File: src/rtl/sa_bitstream_dec.sv
// Counts the ones in a 2^len-bit stochastic bitstream and scales the count to an N-bit binary value.
// Latency: out_valid rises 1 cycle after the final bit; if the output register is blocked, the result waits in HOLD.
// Backpressure: bit_ready drops outside ACCUM and during start; a full, unaccepted output register parks the result in HOLD.
module sa_bitstream_dec #(
    parameter int N  = 7,
    parameter int LW = $clog2(N + 1)
) (
    input  logic          clk,
    input  logic          rst_n,
    input  logic          start,
    input  logic [LW-1:0] len_log2,
    input  logic          bit_valid,
    input  logic          bit_in,
    output logic          bit_ready,
    output logic          out_valid,
    input  logic          out_ready,
    output logic [N-1:0]  out_value,
    output logic          out_sat,
    output logic          busy
);

    typedef enum logic [1:0] {IDLE, ACCUM, HOLD} state_t;

    localparam logic [LW-1:0] N_L = LW'(N);

    state_t         state_q, state_d;
    logic [N:0]     ones_cnt_q, ones_cnt_d;
    logic [N:0]     bit_cnt_q, bit_cnt_d;
    logic [LW-1:0]  len_q, len_d;
    logic           out_valid_q, out_valid_d;
    logic [N-1:0]   out_value_q, out_value_d;
    logic           out_sat_q, out_sat_d;
    logic [N-1:0]   hold_value_q, hold_value_d;
    logic           hold_sat_q, hold_sat_d;

    logic [LW-1:0]  len_clamp;
    logic [N:0]     target;
    logic [N:0]     ones_next;
    logic [N:0]     bits_next;
    logic [N:0]     shifted;
    logic           bit_acc;
    logic           done;
    logic           can_load;
    logic           res_sat;
    logic [N-1:0]   res_value;

    assign bit_ready = (state_q == ACCUM) & ~start;
    assign busy      = (state_q != IDLE);
    assign out_valid = out_valid_q;
    assign out_value = out_value_q;
    assign out_sat   = out_sat_q;

    // Datapath: stream target length, running counts and the scaled result of a completing bit.
    always_comb begin
        len_clamp = (len_log2 > N_L) ? N_L : len_log2;
        target    = {{N{1'b0}}, 1'b1} << len_q;
        bit_acc   = bit_valid & bit_ready;
        ones_next = ones_cnt_q + {{N{1'b0}}, bit_in};
        bits_next = bit_cnt_q + {{N{1'b0}}, 1'b1};
        done      = bit_acc & (bits_next == target);
        res_sat   = (ones_next == target);
        shifted   = ones_next << (N_L - len_q);
        res_value = res_sat ? {N{1'b1}} : shifted[N-1:0];
        // The output register may take a new result when empty or being drained this cycle.
        can_load  = ~out_valid_q | out_ready;
    end

    // Next-state logic: FSM transitions, counters, output register and held result.
    always_comb begin
        state_d      = state_q;
        ones_cnt_d   = ones_cnt_q;
        bit_cnt_d    = bit_cnt_q;
        len_d        = len_q;
        out_valid_d  = out_valid_q;
        out_value_d  = out_value_q;
        out_sat_d    = out_sat_q;
        hold_value_d = hold_value_q;
        hold_sat_d   = hold_sat_q;

        if (out_valid_q && out_ready) begin
            out_valid_d = 1'b0;
            out_value_d = '0;
            out_sat_d   = 1'b0;
        end

        case (state_q)
            IDLE: begin
                if (start) begin
                    state_d    = ACCUM;
                    ones_cnt_d = '0;
                    bit_cnt_d  = '0;
                    len_d      = len_clamp;
                end
            end
            ACCUM: begin
                if (start) begin
                    // Restart drops the partial stream without producing a result.
                    ones_cnt_d = '0;
                    bit_cnt_d  = '0;
                    len_d      = len_clamp;
                end else if (bit_acc) begin
                    ones_cnt_d = ones_next;
                    bit_cnt_d  = bits_next;
                    if (done) begin
                        if (can_load) begin
                            out_valid_d = 1'b1;
                            out_value_d = res_value;
                            out_sat_d   = res_sat;
                            state_d     = IDLE;
                        end else begin
                            hold_value_d = res_value;
                            hold_sat_d   = res_sat;
                            state_d      = HOLD;
                        end
                    end
                end
            end
            HOLD: begin
                if (can_load) begin
                    out_valid_d = 1'b1;
                    out_value_d = hold_value_q;
                    out_sat_d   = hold_sat_q;
                    state_d     = IDLE;
                end
            end
            default: state_d = IDLE;
        endcase
    end

    // State register with asynchronous active-low reset.
    always_ff @(posedge clk or negedge rst_n) begin
        if (!rst_n) begin
            state_q      <= IDLE;
            ones_cnt_q   <= '0;
            bit_cnt_q    <= '0;
            len_q        <= N_L;
            out_valid_q  <= 1'b0;
            out_value_q  <= '0;
            out_sat_q    <= 1'b0;
            hold_value_q <= '0;
            hold_sat_q   <= 1'b0;
        end else begin
            state_q      <= state_d;
            ones_cnt_q   <= ones_cnt_d;
            bit_cnt_q    <= bit_cnt_d;
            len_q        <= len_d;
            out_valid_q  <= out_valid_d;
            out_value_q  <= out_value_d;
            out_sat_q    <= out_sat_d;
            hold_value_q <= hold_value_d;
            hold_sat_q   <= hold_sat_d;
        end
    end

endmodule

File: config.mk
export PLATFORM = sky130hd
export DESIGN_NAME = sa_bitstream_dec
export DESIGN_NICKNAME = d
export VERILOG_FILES = /design/src/rtl/sa_bitstream_dec.sv
export SDC_FILE = /design/constraint.sdc
export NUM_CORES = 1
export LEC_CHECK = 0
export BUFFER_PORTS_ARGS = -buffer_cell sky130_fd_sc_hd__buf_2
export CORE_MARGIN = 2
export CORE_UTILIZATION = 30
export CTS_BUF_LIST = sky130_fd_sc_hd__clkbuf_16
export CTS_CLUSTER_DIAMETER = 200
export DETAILED_ROUTE_END_ITERATION = 7
export SYNTH_ARGS = -nofsm -noshare
export SYNTH_HDL_FRONTEND = slang
export SYNTH_SLANG_ARGS = --single-unit
File: constraint.sdc
create_clock -name clk -period 5.5 [get_ports clk]
set_clock_uncertainty 0.05 [all_clocks]
set_input_delay 0.275 -clock clk [delete_from_list [all_inputs] [get_ports clk]]
set_output_delay 0.275 -clock clk [all_outputs]
set_load 0.02 [all_outputs]
# [After elaboration in Yosys (flattened, before gate mapping)]
# Index checks and enable logic that the tools add are counted.
[totals] ff_bits=38 in_bits=9 out_inout_bits=11
[op_classes] add_sub_neg=3 order_cmp=1 n_eq_ne=10 shift=2 mux=36 n_bitwise=7 reduce_logical=9
[op_table] op="$mux 7" n=7
[op_table] op="$mux 8" n=5
[op_table] op="$pmux 8 s2" n=2
[op_table] op="$eq 8x8->1" n=2
[op_table] op="$pmux 7 s2" n=1
[op_table] op="$mux 2" n=6
[op_table] op="$mux 1" n=11
[op_table] op="$ne 2x2->1 const B" n=5
[op_table] op="$reduce_and 5->1" n=2
[op_table] op="$add 8x1->8" n=1
[op_table] op="$add 8x1->8 const B" n=1
[op_table] op="$shl 1x3->8 const A" n=1
[op_table] op="$shl 8x3->7" n=1
[op_table] op="$pmux 2 s3" n=1
[op_table] op="$pmux 1 s2" n=2
[op_table] op="$reduce_bool 2->1" n=2
[op_table] op="$and 1x1->1" n=3
[op_table] op="$gt 3x3->1 const B" n=1
[op_table] op="$mux 3" n=1
[op_table] op="$ne 3x3->1 const B" n=1
[op_table] op="$not 1->1" n=3
[op_table] op="$reduce_and 3->1" n=1
[op_table] op="$sub 3x3->3 const A" n=1
[op_table] op="$eq 2x1->1 const B" n=1
[op_table] op="6 further kinds" n=6

# [Logic depth before layout (Yosys ltp)]
[depth] depth_word=8 mapped_depth=10

# [Worst setup path before layout]
# No wires, ideal clock.
[synth_path] path_type="flip-flop to flip-flop" start="register state_q[1]" end="register out_value_q[1] (netlist: out_value[1])" setup_ns=0.126 arrival_time_ns=2.644 path_slack_ns=2.680 path_stages_with_launch=10 n_path_buf=0 cell_sequence="dfrtp_1 inv_1 ha_1 inv_2 nor2_1 o2111ai_1 or3_4 o41ai_2 o21ai_1 a221o_1"
[synth_between] elab_chain_cells=8 elab_cells_between_ends=9
[synth_lines] element="start, declared" line_no="26" source="state_t state_q, state_d;"
[synth_lines] element="start signal, assigned" line_no="143" source="state_q <= state_d;"
[synth_lines] element="$eq 2x1->1 *" line_no="47" source="assign bit_ready = (state_q == ACCUM) & ~start;"
[synth_lines] element="$and 1x1->1 *" line_no="47"
[synth_lines] element="named net bit_ready" line_no="14" source="output logic bit_ready,"
[synth_lines] element="$and 1x1->1 *" line_no="57" source="bit_acc = bit_valid & bit_ready;"
[synth_lines] element="$and 1x1->1" line_no="60" source="done = bit_acc & (bits_next == target);"
[synth_lines] element="$mux 7" line_no="104" source="if (done) begin"
[synth_lines] element="$mux 7 *" line_no="101" source="end else if (bit_acc) begin"
[synth_lines] element="$mux 7 *" line_no="96" source="if (start) begin"
[synth_lines] element="$pmux 7 s2 *" line_no="86" source="case (state_q)"
[synth_lines] element="named net out_value_d[1]" line_no="31" source="logic [N-1:0] out_value_q, out_value_d;"
[synth_lines] element="end signal, assigned" line_no="148" source="out_value_q <= out_value_d;"
[synth_lines] element="end, declared" line_no="31"
# The timed path passes the listed nets; every way through them passes the cells marked *.
# A chain may end at the register's enable or synchronous reset.

# [Worst setup path in the final report]
[layout_path] start="register ones_cnt_q[0]" end="register out_value_q[4] (netlist: out_value[4])"
[layout_between] elab_chain_cells=8 elab_cells_between_ends=9
[layout_lines] element="start, declared" line_no="27" source="logic [N:0] ones_cnt_q, ones_cnt_d;"
[layout_lines] element="start signal, assigned" line_no="144" source="ones_cnt_q <= ones_cnt_d;"
[layout_lines] element="$add 8x1->8 *" line_no="58" source="ones_next = ones_cnt_q + {{N{1'b0}}, bit_in};"
[layout_lines] element="$shl 8x3->7 / $eq 8x8->1 (equally long branches)" line_no="62, 61"
[layout_lines] element="$mux 7 *" line_no="63" source="res_value = res_sat ? {N{1'b1}} : shifted[N-1:0];"
[layout_lines] element="$mux 7 *" line_no="105" source="if (can_load) begin"
[layout_lines] element="$mux 7 *" line_no="104"
[layout_lines] element="$mux 7 *" line_no="101"
[layout_lines] element="$mux 7 *" line_no="96"
[layout_lines] element="$pmux 7 s2 *" line_no="86"
[layout_lines] element="named net out_value_d[4]" line_no="31"
# Marked as above.

==> run metrics <==
status=finished, final reports clean; final worst-path cycle share=58.3%; clock-pin slew on the worst setup and hold paths=0.06 ns; EDFF count, synth=0; placed wire-length estimate=a little over 5000 um; peak supply drop=0.131 mV; post-CTS setup buffers=0; unrepaired setup endpoints after global routing=false; global-route wire length before repair=12500 um; routed len/inst=15.7 um; CP startpoint kind=flop; hold_buf cts=0; Buf/Inv on CP=0; DRT Wirelength=7380 um; Layout area overhead=10.7%; IO buf count=19; # diodes=0; Via density=5.30; YS warnings=0; die height=104 um; initial antenna violation count=0; Slew headroom=41.2%; final hold viol count=0; grt total ovfl=0; Routed Antenna Nets=0; largest net degree at the start of global routing=39; DR vias=2488; Final Wtd Congestion=0.847; Top Ports=20; TNS Setup=0 ns; crit path max fanout=12; CTS tree=done; FF/Latch Area=955 sq um; min Tclk post-route=3.21 ns; total CTS buffers=5; Core ar.=9680 sq um; cell count after synthesis=~330; Std-Cell Rows=36; max cap viols=0; crit end category=flop; Fill cells=slightly below 1000; kind of critical path=flop to flop; drt drc=0; Seq cells post-synth=38; most common cell after layout, fill and taps aside=dfrtp_1; crit-path max cell delay=slightly above 0.8 ns; multi-input logic area=1870 sq um; slowest stage cell, crit path=a2111oi_4; Max clock buf depth=2; Synthesized Nets=between 300 and 400; htree depth=2; Root Buffer=clkbuf_16; worst skew pair latency=0.29 ns; Global Route Usage Sum=13.9%; dominant delay contributor by cell family on the critical path=compound AO/OA/AOI/OAI gates; leakage power=1.45 nW; FFs w/ async S/R, synth=100%; Max Slew Vio Count=0; Die X=about 100 um; vias in the first global route=2466; CTS resizes=0; worst slew pin tran=~0.88 ns; Starting DRT DRC Count=approximately 140; Max Fclk=0.312 GHz; drt pass-1 iters=4; worst path required time=5.65 ns; WP data arrival=between 3 and 4 ns; pwr dens=396 nW/um^2; Mapped Area=2980 sq um; Initial Utilization=30.7%; hold crit path type=input port to asynchronous set/reset pin; final number of setup-violating endpoints=0; die area=10700 sq um; layout cells sized above 1=a little under a fifth; most frequent cells in the layout=dfrtp_1 (35), nand2_1 (34), o21ai_0 (31); worst setup margin=2.29 ns; Final nets=352; sequential share of the synthesized area=roughly a third; cells along the critical path=ha_1, ha_1, nand4_2, or3_4, a2111oi_4, o31ai_2, a2111oi_4, nor3_1, o221ai_2; pre-CTS WS=2.28 ns; Synth Flop Type=dfrtp_1; CTS sink count=38; Syn Area/Cell=9.13 sq um; Synth cell types=70
[cells in the mapped netlist, types with 4 or more instances]
master	instances	area share [%]
nand3_1	9	1.5
ha_1	8	3.4
mux2i_1	14	4.7
nor2_1	21	2.6
clkbuf_1	9	1.1
a21oi_1	11	1.8
inv_1	13	1.6
mux2_2	6	2.3
nor3b_1	4	1.0
and3_1	9	1.9
dfrtp_1	35	29
buf_2	5	0.84
xnor2_1	8	2.4
o21ai_0	31	5.2
nand3b_1	4	1.0
a221o_1	4	1.3
xor2_1	6	1.8
nand2_1	34	4.3
a211oi_1	5	1.3
buf_4	4	1.0
and2_1	6	1.3
[sequential cells by signal, indices dropped and copies added (netlist names)]
name and count:
state_q 2, len_q 3, bit_cnt_q 8, out_sat 1, out_valid 1, hold_value_q 7, out_value 7, hold_sat_q 1
ones_cnt_q 8
[layout make-up]
| type | instances | area share [%] |
|---|---|---|
| clock buffer | 5 | 3.80 |
| clock inverter | 3 | 0.494 |
| inverter | 14 | 1.59 |
| multi-input combinational | 255 | 56.8 |
| sequential | 38 | 29.0 |
| tap | 133 | 5.05 |
| timing repair buffer | 21 | 3.34 |
[worst paths after layout]
| path | endpoint | depth (start not counted) | slack, ns | start |
|---|---|---|---|---|
| worst max register to register | out_value[4]$_DFF_PN0_ | 9 | 2.29 | ones_cnt_q[0]$_DFFE_PN0P_ |
| min in group clk | len_q[2]$_DFFE_PN1P_ | 2 | 0.17 | len_log2[2] |
| worst min-delay path | hold_sat_q$_DFFE_PN0P_ | 1 | 0.06 | rst_n |
| worst max-delay path | out_value[4]$_DFF_PN0_ | 9 | 2.29 | ones_cnt_q[0]$_DFFE_PN0P_ |
| worst min register to register | hold_value_q[1]$_DFFE_PN0P_ | 1 | 0.43 | hold_value_q[1]$_DFFE_PN0P_ |
| max in group asynchronous | hold_value_q[1]$_DFFE_PN0P_ | 1 | 4.79 | rst_n |
[stage by stage]
stage | cells | power, mW | instance area, sq um | utilization (%) | hold WS (ns)
after detailed placement | 461 | 1.02 | 3150 | 32.6 | 0.409
after global routing | 469 | 1.39 | 3300 | 34.0 | 0.141
after CTS | 469 | 1.31 | 3300 | 34.0 | 0.102
after floorplan | 326 | 0.879 | 2980 | - | -0.0706
after global placement | 461 | 1.01 | 3150 | 32.6 | 0.393
final | 469 | 1.30 | 3300 | 34.0 | 0.0640
[where the power goes]
part	internal, mW	switching [mW]
Combinational	0.241	0.357
Sequential	0.324	0.0950
Clock	0.166	0.122
Total	0.731	0.574
[routing by layer]
| metal | GRT usage (%) | share of wire [%] | up-vias |
|---|---|---|---|
| met2 | 23.2 | 47 | 41 |
| met3 | 1.95 | 2.6 | 7 |
| met5 | 0 | 0 | - |
| met1 | 18.7 | 49 | 1220 |
| met4 | 4.44 | 1.2 | 0 |
| li1 | - | - | 1220 |
[cell families after synthesis]
logic type      synth area share, %
xor+xnor                       4.12
simple gates                   22.4
mux                            8.11
buf+inv                        5.13
compound gates                 24.8
flops                          32.1
fa+ha+maj                      3.36
Note: power is estimated with default switching activity, not from simulation.
